`src/rtl/soc_rst_pkg.sv`:
```
// Shared definitions for the SoC reset sequencer: state encoding, default timing, width helpers.
// Latency: n/a (package only).
// Backpressure: n/a (package only).
package soc_rst_pkg;

    typedef enum logic [2:0] {
        ST_HOLD  = 3'd0,
        ST_LOCK  = 3'd1,
        ST_REL   = 3'd2,
        ST_RUN   = 3'd3,
        ST_FAULT = 3'd4
    } rst_state_e;

    localparam int unsigned DEF_NUM_STAGES  = 4;
    localparam int unsigned DEF_HOLD_CYCLES = 8;
    localparam int unsigned DEF_STAGE_DLY   = 16;
    localparam int unsigned DEF_TIMEOUT     = 1024;

    // Bits needed to hold values 0..v-1; never less than 1.
    function automatic int unsigned clog2(input int unsigned v);
        int unsigned r;
        r = 1;
        while ((32'd1 << r) < v) begin
            r = r + 1;
        end
        return r;
    endfunction

    function automatic int unsigned max3(input int unsigned a, input int unsigned b,
                                         input int unsigned c);
        int unsigned m;
        m = (a > b) ? a : b;
        return (m > c) ? m : c;
    endfunction

endpackage

```
`src/rtl/rst_seq_timer.sv`:
```
// Loadable saturating down-counter; o_expired is high while the count sits at zero.
// Latency: load/decrement take effect on the next clk edge; o_expired follows the register.
// Backpressure: none; i_load wins over i_en, and the count stops at zero.
// Ports: clk, rst_i (sync, active-high, reloads RST_VAL), i_load/i_load_val (reload),
//        i_en (decrement enable), o_expired (count == 0).
module rst_seq_timer #(
    parameter int unsigned   W       = 4,
    parameter logic [W-1:0]  RST_VAL = '0
) (
    input  logic         clk,
    input  logic         rst_i,
    input  logic         i_load,
    input  logic [W-1:0] i_load_val,
    input  logic         i_en,
    output logic         o_expired
);

    logic [W-1:0] r_cnt;

    always_ff @(posedge clk) begin
        if (rst_i) begin
            r_cnt <= RST_VAL;
        end else if (i_load) begin
            r_cnt <= i_load_val;
        end else if (i_en && (r_cnt != '0)) begin
            r_cnt <= r_cnt - W'(1);
        end
    end

    assign o_expired = (r_cnt == '0);

endmodule

```
`src/rtl/reset_sequencer.sv`:
```
// SoC reset controller: releases NUM_STAGES resets in ascending order, gated by PLL lock and per-stage acks.
// Latency: all outputs registered; stage 0 releases HOLD_CYCLES+1 edges after the last reset cause at the earliest.
// Backpressure: a missing stage ack stalls the sequence indefinitely (or until timeout when RST_SEQ_TIMEOUT_EN is defined).
// Ports: clk, rst_i (sync active-high), pll_locked_i, sw_rst_req_i, stage_ack_i[NUM_STAGES];
//        rst_o[NUM_STAGES] (1 = held), done_o, cur_stage_o, err_o, fault_stage_o.
// Optional macro RST_SEQ_TIMEOUT_EN adds a wait timeout with a sticky FAULT state.
module reset_sequencer
    import soc_rst_pkg::*;
#(
    parameter int unsigned NUM_STAGES  = DEF_NUM_STAGES,
    parameter int unsigned HOLD_CYCLES = DEF_HOLD_CYCLES,
    parameter int unsigned STAGE_DLY   = DEF_STAGE_DLY,
    parameter int unsigned TIMEOUT     = DEF_TIMEOUT
) (
    input  logic                                clk,
    input  logic                                rst_i,
    input  logic                                pll_locked_i,
    input  logic                                sw_rst_req_i,
    input  logic [NUM_STAGES-1:0]               stage_ack_i,
    output logic [NUM_STAGES-1:0]               rst_o,
    output logic                                done_o,
    output logic [clog2(NUM_STAGES+1)-1:0]      cur_stage_o,
    output logic                                err_o,
    output logic [clog2(NUM_STAGES+1)-1:0]      fault_stage_o
);

    localparam int unsigned SW    = clog2(NUM_STAGES + 1);
    // One width covers every interval either timer may be loaded with.
    localparam int unsigned TMR_W = clog2(max3(HOLD_CYCLES, STAGE_DLY, TIMEOUT));

    localparam logic [SW-1:0]    LAST_IDX = SW'(NUM_STAGES - 1);
    localparam logic [SW-1:0]    DONE_IDX = SW'(NUM_STAGES);
    // Timers count down to zero, so an N-edge interval loads N-1.
    localparam logic [TMR_W-1:0] HOLD_LD  = TMR_W'(HOLD_CYCLES - 1);
    localparam logic [TMR_W-1:0] STAGE_LD = TMR_W'(STAGE_DLY - 1);

    rst_state_e            r_state,  w_state_nxt;
    logic [SW-1:0]         r_stage,  w_stage_nxt;   // k of REL(k); NUM_STAGES in RUN
    logic [NUM_STAGES-1:0] r_rst,    w_rst_nxt;
    logic                  r_done,   w_done_nxt;

    logic                  w_cause;
    logic                  w_ack;
    logic                  w_dly_load;
    logic [TMR_W-1:0]      w_dly_val;
    logic                  w_dly_exp;

    // Ack of the stage currently released last.
    always_comb begin
        w_ack = 1'b0;
        for (int k = 0; k < int'(NUM_STAGES); k++) begin
            if (r_stage == SW'(k)) begin
                w_ack = stage_ack_i[k];
            end
        end
    end

    assign w_cause = (sw_rst_req_i && (r_state != ST_FAULT)) ||
                     (!pll_locked_i && ((r_state == ST_REL) || (r_state == ST_RUN)));

    rst_seq_timer #(
        .W       (TMR_W),
        .RST_VAL (HOLD_LD)
    ) u_dly_timer (
        .clk        (clk),
        .rst_i      (rst_i),
        .i_load     (w_dly_load),
        .i_load_val (w_dly_val),
        .i_en       (1'b1),
        .o_expired  (w_dly_exp)
    );

`ifdef RST_SEQ_TIMEOUT_EN
    localparam logic [TMR_W-1:0] TMO_LD = TMR_W'(TIMEOUT - 1);

    logic          r_err,         w_err_nxt;
    logic [SW-1:0] r_fault_stage, w_fault_stage_nxt;
    logic          w_waiting;
    logic          w_wait_load;
    logic          w_wait_exp;

    // Waiting means blocked on something external: lock, or the ack after the delay ran out.
    assign w_waiting   = ((r_state == ST_LOCK) && !pll_locked_i) ||
                         ((r_state == ST_REL) && w_dly_exp && !w_ack);
    assign w_wait_load = !w_waiting || (w_state_nxt != r_state) || (w_stage_nxt != r_stage);

    rst_seq_timer #(
        .W       (TMR_W),
        .RST_VAL (TMO_LD)
    ) u_wait_timer (
        .clk        (clk),
        .rst_i      (rst_i),
        .i_load     (w_wait_load),
        .i_load_val (TMO_LD),
        .i_en       (w_waiting),
        .o_expired  (w_wait_exp)
    );
`endif

    always_comb begin
        w_state_nxt = r_state;
        w_stage_nxt = r_stage;
        w_rst_nxt   = r_rst;
        w_done_nxt  = r_done;
        w_dly_load  = 1'b0;
        w_dly_val   = HOLD_LD;
`ifdef RST_SEQ_TIMEOUT_EN
        w_err_nxt         = r_err;
        w_fault_stage_nxt = r_fault_stage;
`endif
        if (w_cause) begin
            w_state_nxt = ST_HOLD;
            w_stage_nxt = '0;
            w_rst_nxt   = '1;
            w_done_nxt  = 1'b0;
            w_dly_load  = 1'b1;
            w_dly_val   = HOLD_LD;
        end else begin
            case (r_state)
                ST_HOLD: begin
                    if (w_dly_exp) begin
                        w_state_nxt = ST_LOCK;
                    end
                end
                ST_LOCK: begin
                    if (pll_locked_i) begin
                        // rst_o is a thermometer of held stages; shifting left releases the next one.
                        w_state_nxt = ST_REL;
                        w_stage_nxt = '0;
                        w_rst_nxt   = {r_rst[NUM_STAGES-2:0], 1'b0};
                        w_dly_load  = 1'b1;
                        w_dly_val   = STAGE_LD;
                    end
`ifdef RST_SEQ_TIMEOUT_EN
                    else if (w_wait_exp) begin
                        w_state_nxt       = ST_FAULT;
                        w_rst_nxt         = '1;
                        w_err_nxt         = 1'b1;
                        w_fault_stage_nxt = DONE_IDX;
                    end
`endif
                end
                ST_REL: begin
                    if (w_dly_exp && w_ack) begin
                        if (r_stage == LAST_IDX) begin
                            w_state_nxt = ST_RUN;
                            w_stage_nxt = DONE_IDX;
                            w_done_nxt  = 1'b1;
                        end else begin
                            w_stage_nxt = r_stage + SW'(1);
                            w_rst_nxt   = {r_rst[NUM_STAGES-2:0], 1'b0};
                            w_dly_load  = 1'b1;
                            w_dly_val   = STAGE_LD;
                        end
                    end
`ifdef RST_SEQ_TIMEOUT_EN
                    else if (w_dly_exp && w_wait_exp) begin
                        w_state_nxt       = ST_FAULT;
                        w_rst_nxt         = '1;
                        w_err_nxt         = 1'b1;
                        w_fault_stage_nxt = r_stage;
                    end
`endif
                end
                ST_RUN: begin
                    w_done_nxt = 1'b1;
                end
`ifdef RST_SEQ_TIMEOUT_EN
                ST_FAULT: begin
                    // Only software can restart; the error flag survives.
                    if (sw_rst_req_i) begin
                        w_state_nxt = ST_HOLD;
                        w_stage_nxt = '0;
                        w_rst_nxt   = '1;
                        w_dly_load  = 1'b1;
                        w_dly_val   = HOLD_LD;
                    end
                end
`endif
                default: begin
                    w_state_nxt = ST_HOLD;
                    w_stage_nxt = '0;
                    w_rst_nxt   = '1;
                    w_done_nxt  = 1'b0;
                    w_dly_load  = 1'b1;
                    w_dly_val   = HOLD_LD;
                end
            endcase
        end
    end

    always_ff @(posedge clk) begin
        if (rst_i) begin
            r_state <= ST_HOLD;
            r_stage <= '0;
            r_rst   <= '1;
            r_done  <= 1'b0;
        end else begin
            r_state <= w_state_nxt;
            r_stage <= w_stage_nxt;
            r_rst   <= w_rst_nxt;
            r_done  <= w_done_nxt;
        end
    end

`ifdef RST_SEQ_TIMEOUT_EN
    always_ff @(posedge clk) begin
        if (rst_i) begin
            r_err         <= 1'b0;
            r_fault_stage <= '0;
        end else begin
            r_err         <= w_err_nxt;
            r_fault_stage <= w_fault_stage_nxt;
        end
    end

    assign err_o         = r_err;
    assign fault_stage_o = r_fault_stage;
`else
    assign err_o         = 1'b0;
    assign fault_stage_o = '0;
`endif

    assign rst_o       = r_rst;
    assign done_o      = r_done;
    assign cur_stage_o = r_stage;

endmodule

```
`config.mk`:
```
export PLATFORM = sky130hd
export DESIGN_NAME = reset_sequencer
export DESIGN_NICKNAME = d
export VERILOG_FILES = /design/src/rtl/soc_rst_pkg.sv /design/src/rtl/rst_seq_timer.sv /design/src/rtl/reset_sequencer.sv
export SDC_FILE = /design/constraint.sdc
export NUM_CORES = 1
export LEC_CHECK = 0
export ABC_AREA = 0
export CAP_MARGIN = 25
export CORE_ASPECT_RATIO = 0.8
export CORE_MARGIN = 10
export CORE_UTILIZATION = 25
export DETAILED_ROUTE_END_ITERATION = 8
export SLEW_MARGIN = 20
export SYNTH_ARGS = -nofsm -noshare
export SYNTH_HDL_FRONTEND = slang
export SYNTH_SLANG_ARGS = --single-unit
```
`constraint.sdc`:
```
create_clock -name clk -period 5.9 [get_ports clk]
set_clock_uncertainty 0.2 [all_clocks]
set_input_delay 1.18 -clock clk [delete_from_list [all_inputs] [get_ports clk]]
set_output_delay 1.18 -clock clk [all_outputs]
set_load 0.03 [all_outputs]
```
==> impl_metrics.ini, run 1 <==
[worst_setup_path]
crit_arrival_ns = 2.96
endpoint_kind = flip-flop
worst_path_max_delay_cell = or4b_1
crit_fanout = 7
regToRegSetupSlack_ns = 3.38
r2r_cells = 7
timing.rr.end = cur_stage_o[2]
required_ns = 5.90
cpPeakStageDelay_ns = 0.53
start_kind = input pin
r2r-start = u_dly_timer.r_cnt[0]
crit_chain = clkdlybuf4s50_1 -> nand2b_1 -> nor2b_1 -> a41oi_4 -> or4b_1 -> a21oi_1
path_buf_inv = 1
setup.worst_path.class = in -> reg
path_delay_family = simple AND/OR/NAND/NOR gates

[final_layout]
multi_input_area_sq_um = 789.5
areaGrowthSynthToFinish_pct = 19.98
regArea_sq_um = 400.4
fillers = 538
drive_gt1_share_pct = 5.031
layout.nets = 181
num_antenna_cells = 0

[grt]
grt_use_total_pct = 6.649
grt_remaining_overflow = 0
grt_pass1_vias = 964
grt_pass1_wl_mm = 4.560
gr-usage-met1_pct = 8.365
grtUsageMet2_pct = 9.102
antenna_found_initial = 0
met3_usage_pct = 2.815
grt_max_degree = 12
top_usage_layer = met2

[detailed_routing]
totalWireLength_mm = 2.612
remaining_drc_errors = 0
ant_nets = 0
avgRoutedWirePerCell_um = 11.82
avgViaCountPerCell = 4.566
vias = 1009
drtIter0Drc = 69
firstDrtPassIters = 4

[power_and_ir_drop]
powerDensity_mw_per_mm2 = 169.7
p_int_w = 0.0002016
vdd_drop_max_mv = 0.09242
total_power_w = 0.0002563
p_leak_nw = 0.5857
switching_power_w = 0.00005477
p_clk_share_pct = 40.8
p_comb_share_pct = 6.1
power_frac_seq_pct = 53.1
netSwitchingFraction_pct = 21.37

[synthesis]
synth_top_area_share_pct = 31.81
synth.ff_latch_count = 20
synth.most_common_cell = dfxtp_1
seq_area_frac_synth_pct = 31.81
synth_edf_count = 0
ys_types = 41
synth_flop_cell = dfxtp_1
synthCells = 143
async_reset_ff_share_pct = 0
synth_area_sq_mm = 0.001259
ys_warn_count = 0
synthTopCellsByArea = dfxtp_1 (32%), ha_1 (13%), mux2i_1 (6.4%)
syn_avg_cell_area_sq_um = 8.802
synth_common_cells = dfxtp_1 (20), nor2_1 (19), ha_1 (13)
yosys.area.top_type = dfxtp_1

[cts]
cts_tree = built
cts_num_sinks = 20
cts_setup_buffers = 0
cts_root_buf = clkbuf_8
worstSkewPairLatency_ns = 0.26
cts_resized = 0
htreeDepth = 1
postCtsHoldBufs = 0
path_clk_slew_ns = 0.07
cts_inserted_buffers = 3
clock_path_buffers = 2

[die]
initial_utilization_pct = 25.43
fp-row-count = 23
die_w_um = 99.33
die_area_sq_mm = 0.008291
io_pins = 20
die_h_um = 83.47
core_area_sq_mm = 0.004950

[status]
status = finished clean

[sta]
tightest_slew_ns = 0.5379
max_freq_ghz = 0.3373
fin_tns_setup_ns = 0
grt_setup_unrepaired = false
slew_headroom_pct = 63.21
hold_viol_final = 0
setup_viol_count_final = 0
report.final.slew_viol_count = 0
min_period_ns = 2.965
fin_crit_sh_pct = 50.25

[min_path]
worstHoldPathType = reg -> reg
min-delay-start = rst_o[0]
hold_path_depth = 1
hold_end = rst_o[0]

[placed_design]
portBuffers = 15
place.gp.congestion = 0.7938
hpwlAfterDp_mm = 2.116

[job]
maxCapViolations = 0
-- worst max path at each step --
stage | startpoint | endpoint | slack [ns] | cells past startpoint
4_1_cts | pll_locked_i | cur_stage_o[2] | 2.95 | 6
5_1_grt | stage_ack_i[1] | u_dly_timer.r_cnt[2] | 2.72 | 6
3_3_place_gp | pll_locked_i | cur_stage_o[2] | 2.69 | 6
3_5_place_dp | pll_locked_i | cur_stage_o[2] | 2.68 | 6
2_1_floorplan | pll_locked_i | cur_stage_o[2] | 3.33 | 5
6_report | pll_locked_i | cur_stage_o[2] | 2.94 | 6
-- flip-flops by register name (all words and copies together) (netlist names) --
signal / cells
u_dly_timer.r_cnt: 10
rst_o: 4
cur_stage_o: 3
r_state: 2
done_o: 1
-- stage by stage --
stage | area, sq um | hold WS (ns) | instances | utilization, % | worst slack, ns
6_report | 1510 | 0.2918 | 221 | 30.51 | 2.935
5_1_grt | 1510 | 0.3265 | 221 | 30.51 | 2.718
4_1_cts | 1510 | 0.2965 | 221 | 30.51 | 2.949
3_5_place_dp | 1455 | 0.2793 | 217 | 29.40 | 2.684
3_3_place_gp | 1455 | 0.2741 | 217 | 29.40 | 2.690
2_1_floorplan | 1270 | 0.3024 | 146 | - | 3.329
-- final cells by class --
| class | count | share of cell area [%] |
|---|---|---|
| tap | 62 | 5.137 |
| inverter | 8 | 1.988 |
| timing repair buffer | 16 | 10.44 |
| multi-input combinational | 111 | 52.28 |
| clock buffer | 4 | 3.645 |
| sequential | 20 | 26.51 |
-- layer usage --
metal / wire length [um] / vias to the layer above
li1: - / 534
met1: 1282 / 455
met2: 1100 / 15
met3: 162 / 5
met4: 66 / 0
met5: 0 / -
-- power groups by stage --
stage	logic (W)	registers, W	clock network, W
finish	0.0000156	0.000136	0.000105
global route	0.0000175	0.000136	0.000112
CTS	0.0000157	0.000136	0.000108
detailed placement	0.0000156	0.000139	0
global placement	0.0000155	0.000139	0
floorplan	0.0000109	0.000139	0
-- placed cells by master, fill, tap and decap left out, drive strengths merged, types with 2 or more instances in the layout --
| master | n |
|---|---|
| mux2i | 8 |
| nor3b | 2 |
| nor2b | 2 |
| a21oi | 7 |
| nand3b | 2 |
| a211oi | 2 |
| clkbuf | 4 |
| o21ai | 7 |
| ha | 13 |
| and3 | 2 |
| dfxtp | 20 |
| xnor2 | 4 |
| or4 | 3 |
| conb | 4 |
| nor2 | 19 |
| nor4 | 2 |
| inv | 8 |
| nand3 | 5 |
| clkdlybuf4s50 | 15 |
| nand2 | 8 |
| nand2b | 4 |
-- cell families (layout without fill, tap and decap cells) --
logic type               after synthesis  in the layout  share of synthesized area, %
AO/OA/AOI/OAI                         28             28                         16.20
XOR/XNOR                               4              4                         2.783
AND/OR/NAND/NOR                       54             54                         23.26
adder cells (fa/ha/maj)               13             13                         12.92
other                                  1              4                        0.2979
multiplexers                           8              8                         6.362
flip-flops                            20             20                         31.81
buffers and inverters                 15             28                         6.361
(Power assumes the default switching activity.)
==> inputs of run 2 (changes only) <==
==> constraint.sdc (replaced) <==
create_clock -name clk -period 2.9 [get_ports clk]
set_clock_uncertainty 0.2 [all_clocks]
set_input_delay 0.58 -clock clk [delete_from_list [all_inputs] [get_ports clk]]
set_output_delay 0.58 -clock clk [all_outputs]
set_load 0.03 [all_outputs]
==> run 2 against run 1 <==
Net effect:
- clock-buffer cell count shrank 1
- global-route usage is 0.40 points lower
- final area grew 1.1%
- combinational power is 110% higher
- worst hold slack improved by 0.0088 ns
- core utilization up 0.33 points
- total power is 130% higher
- first-iteration DRC count decreased by 30%
- clock power grew to 2.7 times the previous value
- wire length down 1.7%
- critical endpoint unchanged
- largest power group is now the clock network
==> impl_metrics.ini, run 2 (same netlist as run 1, synthesis figures left out) <==
[status]
status = finished clean

[grt]
grt_max_degree = 13
grt_pass1_wl_mm = 4.381
grt_remaining_overflow = 0
grt_pass1_vias = 958
grt_use_total_pct = 6.249
antenna_found_initial = 0

[die]
io_pins = 20
initial_utilization_pct = 25.43
core_area_sq_mm = 0.004950
die_w_um = 99.33
fp-row-count = 23
die_h_um = 83.47
die_area_sq_mm = 0.008291

[power_and_ir_drop]
vdd_drop_max_mv = 0.2253
powerDensity_mw_per_mm2 = 384.7
p_leak_nw = 0.5926

[detailed_routing]
firstDrtPassIters = 4
avgRoutedWirePerCell_um = 11.62
vias = 1020
drtIter0Drc = 48
ant_nets = 0
avgViaCountPerCell = 4.615
totalWireLength_mm = 2.568
remaining_drc_errors = 0

[cts]
clock_path_buffers = 2
cts_resized = 0
cts_inserted_buffers = 3
cts_tree = built
path_clk_slew_ns = 0.08
cts_root_buf = clkbuf_8
htreeDepth = 1
worstSkewPairLatency_ns = 0.26
postCtsHoldBufs = 0
cts_num_sinks = 20
cts_setup_buffers = 0

[placed_design]
place_area_sq_mm = 0.001455
portBuffers = 15
hpwlAfterDp_mm = 2.052
place.gp.congestion = 0.7931

[final_layout]
final_common_cell = dfxtp_1
num_antenna_cells = 0
final_cell_mix = dfxtp_1 (20), nor2_1 (19), clkdlybuf4s50_1 (15)
layout.nets = 181
drive_gt1_share_pct = 5.031
areaGrowthSynthToFinish_pct = 21.27
largest_reg_flops = 10
fin_area_sq_mm = 0.001526
largest_register = u_dly_timer.r_cnt

[job]
maxCapViolations = 0

[sta]
min_period_ns = 2.508
grt_setup_unrepaired = false
hold_viol_final = 0
fin_tns_setup_ns = 0
report.final.slew_viol_count = 0
setup_viol_count_final = 0
fin_crit_sh_pct = 86.48
max_freq_ghz = 0.3987

[worst_setup_path]
crit_arrival_ns = 2.50
start_kind = flip-flop
setup.worst_path.class = reg -> reg
crit_fanout = 7
required_ns = 2.90
endpoint_kind = flip-flop

[min_path]
worstHoldPathType = reg -> reg
-- run 2: changes by cell type in the layout (fill, tap and decap cells not counted), sizes merged --
cell,change
bufinv,+1
clkbuf,-1
-- run 2: where the power goes --
group / switching (W) / internal (W) / total [W]
registers: 0.00000107 / 0.000276 / 0.000277
logic: 0.0000187 / 0.0000133 / 0.0000320
clock network: 0.0000944 / 0.000184 / 0.000279
total: 0.000114 / 0.000473 / 0.000587
-- run 2: critical path, cell delays in order (launching register included) --
cell and delay (ns):
dfxtp_1 0.32, inv_1 0.11, ha_1 0.20, nor3b_1 0.34, and3_1 0.40, a41oi_4 0.20, or4b_1 0.53, a21oi_1 0.14
-- run 2: worst paths after layout --
check / start / endpoint / slack, ns / cells past startpoint
setup / recovery: u_dly_timer.r_cnt[0] / cur_stage_o[2] / 0.39 / 7
hold reg to reg: rst_o[0] / rst_o[0] / 0.30 / 1
setup reg to reg: u_dly_timer.r_cnt[0] / cur_stage_o[2] / 0.39 / 7
hold / removal: rst_o[0] / rst_o[0] / 0.30 / 1
-- run 2: stage by stage --
step	power (W)	setup WS [ns]	utilization [%]	hold WS (ns)	cells
2_1_floorplan	0.0003051	0.6018	-	0.3024	146
3_5_place_dp	0.0003151	0.2727	29.40	0.2820	217
5_1_grt	0.0006110	0.1544	30.84	0.3461	221
6_report	0.0005873	0.3920	30.84	0.3006	221
4_1_cts	0.0005958	0.3843	30.84	0.3011	221
3_3_place_gp	0.0003151	0.2720	29.40	0.2736	217
-- run 2: area by class of cell --
class / count / area, sq um
Fill cell: 518 / 3423
Timing Repair Buffer: 16 / 157.7
Tap cell: 62 / 77.57
Multi-Input combinational cell: 111 / 789.5
Clock buffer: 3 / 41.29
Sequential cell: 20 / 400.4
Inverter: 8 / 30.03
Clock inverter: 1 / 30.03
-- run 2: metal layers --
layer  part of all wire [%]  vias up  GRT usage, %
met5                      0        -             0
met4                    1.3        0         2.601
met3                    6.2        2         2.483
met2                     42       15         8.747
met1                     50      472         8.191
li1                       -      531             -
